## src/rtl/nibble_add_sched.sv

```systemverilog
// nibble_add_sched: shares one 4-bit adder between two requesters for wide adds, LSB nibble first.
// Define NIBBLE_SCHED_FIXED_PRIO_EN for fixed req0-first priority instead of round-robin.
module nibble_add_sched #(
  parameter int NIBBLES = 4
) (
  input  logic                 clk,
  input  logic                 rst,
  input  logic                 req0_valid,
  output logic                 req0_ready,
  input  logic [4*NIBBLES-1:0] req0_a,
  input  logic [4*NIBBLES-1:0] req0_b,
  input  logic                 req0_cin,
  input  logic                 req1_valid,
  output logic                 req1_ready,
  input  logic [4*NIBBLES-1:0] req1_a,
  input  logic [4*NIBBLES-1:0] req1_b,
  input  logic                 req1_cin,
  output logic                 res_valid,
  input  logic                 res_ready,
  output logic [4*NIBBLES-1:0] res_sum,
  output logic                 res_cout,
  output logic                 res_id,
  output logic                 busy
);
  localparam int W = 4 * NIBBLES;
  localparam logic [3:0] LAST = 4'(NIBBLES - 1);
  typedef enum logic [1:0] {IDLE, RUN, DONE} state_t;
  state_t state, state_n;
  logic [W-1:0] a_r, b_r, sum_r;
  logic carry_r, id_r, g0, g1, accept;
  logic [3:0] idx;
  logic [4:0] nib;
`ifdef NIBBLE_SCHED_FIXED_PRIO_EN
  assign g0 = req0_valid;
`else
  logic last_grant;
  assign g0 = req0_valid & (~req1_valid | last_grant);
  always_ff @(posedge clk)
    if (rst) last_grant <= 1'b1;
    else if (accept) last_grant <= req1_ready;
`endif
  assign g1 = req1_valid & ~g0;
  assign req0_ready = (state == IDLE) & ~rst & g0;
  assign req1_ready = (state == IDLE) & ~rst & g1;
  assign accept = req0_ready | req1_ready;
  assign nib = 5'(a_r[3:0]) + 5'(b_r[3:0]) + 5'(carry_r);
  always_comb begin
    state_n = state;
    state_n = (state == IDLE) ? (accept ? RUN : IDLE)
            : (state == RUN)  ? ((idx == LAST) ? DONE : RUN)
            : (res_ready ? IDLE : DONE);
  end
  // operands shift down so the active nibble is always [3:0]; sum fills from the top
  always_ff @(posedge clk) begin
    if (rst) begin
      state   <= IDLE;
      a_r     <= '0;
      b_r     <= '0;
      sum_r   <= '0;
      carry_r <= 1'b0;
      id_r    <= 1'b0;
      idx     <= '0;
    end else begin
      state <= state_n;
      if (accept) begin
        a_r     <= req1_ready ? req1_a : req0_a;
        b_r     <= req1_ready ? req1_b : req0_b;
        carry_r <= req1_ready ? req1_cin : req0_cin;
        id_r    <= req1_ready;
        sum_r   <= '0;
        idx     <= '0;
      end else if (state == RUN) begin
        a_r     <= a_r >> 4;
        b_r     <= b_r >> 4;
        sum_r   <= W'({nib[3:0], sum_r} >> 4);
        carry_r <= nib[4];
        idx     <= idx + 4'd1;
      end
    end
  end
  assign res_valid = (state == DONE);
  assign busy      = (state != IDLE);
  assign res_sum   = sum_r;
  assign res_cout  = carry_r;
  assign res_id    = id_r;
endmodule

```

## config.mk

```make
export PLATFORM = sky130hd
export DESIGN_NAME = nibble_add_sched
export DESIGN_NICKNAME = d
export VERILOG_FILES = /design/src/rtl/nibble_add_sched.sv
export SDC_FILE = /design/constraint.sdc
export NUM_CORES = 1
export LEC_CHECK = 0
export ABC_CLOCK_PERIOD_IN_PS = 4570
export CORE_MARGIN = 2
export CORE_UTILIZATION = 40
export DETAILED_ROUTE_END_ITERATION = 7
export DONT_BUFFER_PORTS = 1
export MAX_ROUTING_LAYER = met4
export PLACE_DENSITY = 0.59
export SETUP_SLACK_MARGIN = 0.02
export SLEW_MARGIN = 10
export SYNTH_ARGS = -nofsm -noshare
export SYNTH_HDL_FRONTEND = slang
export SYNTH_SLANG_ARGS = --single-unit
```

## constraint.sdc

```tcl
create_clock -name clk -period 4.57 [get_ports clk]
set_clock_uncertainty 0.15 [all_clocks]
set_input_delay 0.457 -clock clk [delete_from_list [all_inputs] [get_ports clk]]
set_output_delay 0.457 -clock clk [all_outputs]
set_load 0.05 [all_outputs]
```

==> results.toml <==
[run_status]
status = "complete, no violations"

[synth]
synth_cell_types = 41
most_used_flip_flop_cell_after_synthesis = "dfxtp_1"
postSynthCellCount = 309
synth_async_sr_flop_share_pct = 0
syn_nets = 386
ys_seq_elements = 57
seq_area_frac_synth_pct = 40.7
synthesis.yosys.warnings = 0
synth_enable_flop_cells = 0
mappedNetlistArea_sq_um = 2810
postSynthAreaPerCell_sq_um = 9.08

[clocking]
ctsHoldBuffers = 0
post_cts_buffers = 0
ctsHtreeMaxLevel = 3
cts_num_sinks = 57
ctsRootBufferMaster = "clkbuf_8"
postCtsResizedCells = 0
cts_bufs_inserted = 9
clk-insertion-delay-late_ns = 0.33
cts_tree = "done"
reg_clk_slew_reported_paths_ns = 0.07
cts.path.max_buffers = 2

[drt]
vias_per_cell = 5.34
ant_nets_after_route = 0
drt_first_pass_iters = 4
post-route-drc-count = 0
dr_total_vias = 2132
detailedRoute.firstIterationViolations = 121
routed_wire_length_per_instance_um = 15.2
routed_wl_mm = 6.05

[setup_path]
worst_ep_arrival_time_ns = 1.95
cp-end-kind = "primary output"
critPathKind = "reg -> out"
cp_slowest_stage_delay_ns = 0.91
worst-endpoint-required_ns = 3.96
setup.worst_path.start_class = "flip-flop"
worst-path-buf-inv = 0
crit_path_cells = "nor3_2, and3_2"
critical_path.max_fanout = 36
path_delay_family = "simple AND/OR/NAND/NOR gates"
critical-path-slowest-cell = "and3_2"

[floorplan]
num_rows = 30
floorplan.die.height_um = 87.8
num_io_pins = 93
coreArea_sq_um = 6790
initial_utilization_pct = 41.3
floorplan.die_area_sq_um = 7700
die_width_um = 87.8

[grt]
busiest_layer = "met2"
use_met3_pct = 7.92
met1_demand_to_capacity_share_in_global_routing_pct = 19.7
antenna_found_initial = 0
grt_util_all_layers_pct = 16.9
met2_usage_pct = 26.3
globalRoute.totalOverflow = 0
grt_start_max_net_pins = 46
grt_pass1_wl_mm = 9.71
first_global_vias = 2050

[layout]
most_common_cell_after_layout_fill_and_taps_aside = "dfxtp_1"
layout.cells.most_common_list = "dfxtp_1 (57), nor2_1 (36), nand2_1 (30)"
finalCoreUtilization_pct = 45.0
layout.cell_area.non_filler_sq_um = 3060
layout-drive-gt1-share_pct = 20.5
design.final.nets = 375
area_growth_pct = 8.92
fillerInstances = 673
antenna_cells_inserted = 0

[timing]
fin_tns_setup_ns = 0
final_hold_viol_count = 0
postLayoutSetupSlackWorst_ns = 2.01
setup_repair_after_global_routing_missed_its_margin = "false"
setup_violations = 0
finalWorstPathRequiredPeriod_ns = 2.56
period_share_pct = 55.9
max_freq_mhz = 391
timing.max_slew.rel_slack_pct = 30.7
hold-worst-slack_ns = 0.0379
drv_slew = 0
worstMarginPinSlew_ns = 1.04

[place]
gp_congestion = 0.793
place.detailed.hpwl_mm = 4.04
place_ws_ns = 2.07
io_buffer_count = 0
detailed_place.area_sq_um = 2800

[min_path]
timing.hold.worst.class = "in -> reg"

[job]
cap_violations = 0

[power]
pwr_density_cell_nw_per_um2 = 449
max-vdd-ir-drop_mv = 0.245
leakagePower_nw = 1.01
-- sequential cells by signal, indices dropped and copies added (netlist names) --
signal / cells
a_r: 16
b_r: 16
res_sum: 16
idx: 4
state: 2
last_grant: 1
res_cout: 1
res_id: 1
-- path summary, 6_finish.rpt --
kind,start,to,slack (ns),depth (start not counted)
worst max-delay path,state[1]$_SDFF_PP0_,req0_ready,2.01,2
worst min-delay path,rst,a_r[11]$_SDFFE_PP0P_,0.04,1
worst max register to register,res_cout$_SDFFE_PP0P_,res_cout$_SDFFE_PP0P_,2.04,7
worst min register to register,a_r[13]$_SDFFE_PP0P_,a_r[13]$_SDFFE_PP0P_,0.30,2
-- power by group --
group,internal (mW),switching [mW],leakage (nW)
logic,0.0694,0.112,0.416
clock network,0.416,0.198,0.130
registers,0.536,0.0405,0.468
total,1.02,0.351,1.01
-- per-stage QoR --
stage                     power (mW)  std cells
after floorplan                0.749        309
after global placement         0.768        383
after detailed placement       0.772        383
after CTS                       1.39        399
after global routing            1.44        399
final                           1.37        399
-- kinds of logic after synthesis --
group | after synthesis | share of synthesized area [%]
AOI/OAI and AO/OA | 117 | 34.2
DFF | 57 | 40.7
buffers and inverters | 40 | 7.31
xor gates and xnor gates | 3 | 0.936
and+or+nand+nor | 86 | 13.7
adders and majority gates | 6 | 3.21
-- per-layer routing --
layer,vias up,share of wire [%],wire [um]
met5,-,0,0
met3,6,8.1,488
met2,68,47,2820
met4,0,1.0,61
met1,984,44,2680
li1,1074,-,-
-- layout make-up --
| cell class | instances | area, sq um | area share, % |
|---|---|---|---|
| Multi-Input combinational cell | 212 | 1460 | 47.8 |
| Sequential cell | 57 | 1140 | 37.3 |
| Clock inverter | 6 | 130 | 4.26 |
| Clock buffer | 10 | 128 | 4.18 |
| Tap cell | 96 | 120 | 3.93 |
| Inverter | 16 | 61.3 | 2.01 |
| Timing Repair Buffer | 2 | 15.0 | 0.491 |
-- synthesized netlist by cell type (2+ instances only) --
| master | count | area share, % |
|---|---|---|
| buf_6 | 2 | 0.80 |
| clkbuf_1 | 10 | 1.3 |
| nor2b_1 | 4 | 0.89 |
| ha_1 | 4 | 1.8 |
| nor2_1 | 36 | 4.8 |
| a22oi_1 | 15 | 4.0 |
| inv_1 | 15 | 2.0 |
| nand2_1 | 30 | 4.0 |
| a211oi_2 | 20 | 8.9 |
| o21ai_0 | 25 | 4.5 |
| nand2b_1 | 4 | 0.89 |
| a22oi_2 | 18 | 8.0 |
| dfxtp_1 | 57 | 41 |
| xor2_1 | 2 | 0.62 |
| a211oi_1 | 7 | 1.9 |
| nor3_1 | 3 | 0.53 |
| fa_1 | 2 | 1.4 |
| o21ai_1 | 8 | 1.4 |
| buf_4 | 2 | 0.53 |
| buf_8 | 2 | 1.1 |
| buf_2 | 7 | 1.2 |
| a21oi_1 | 17 | 3.0 |
Power figures use the tool's default switching activity.
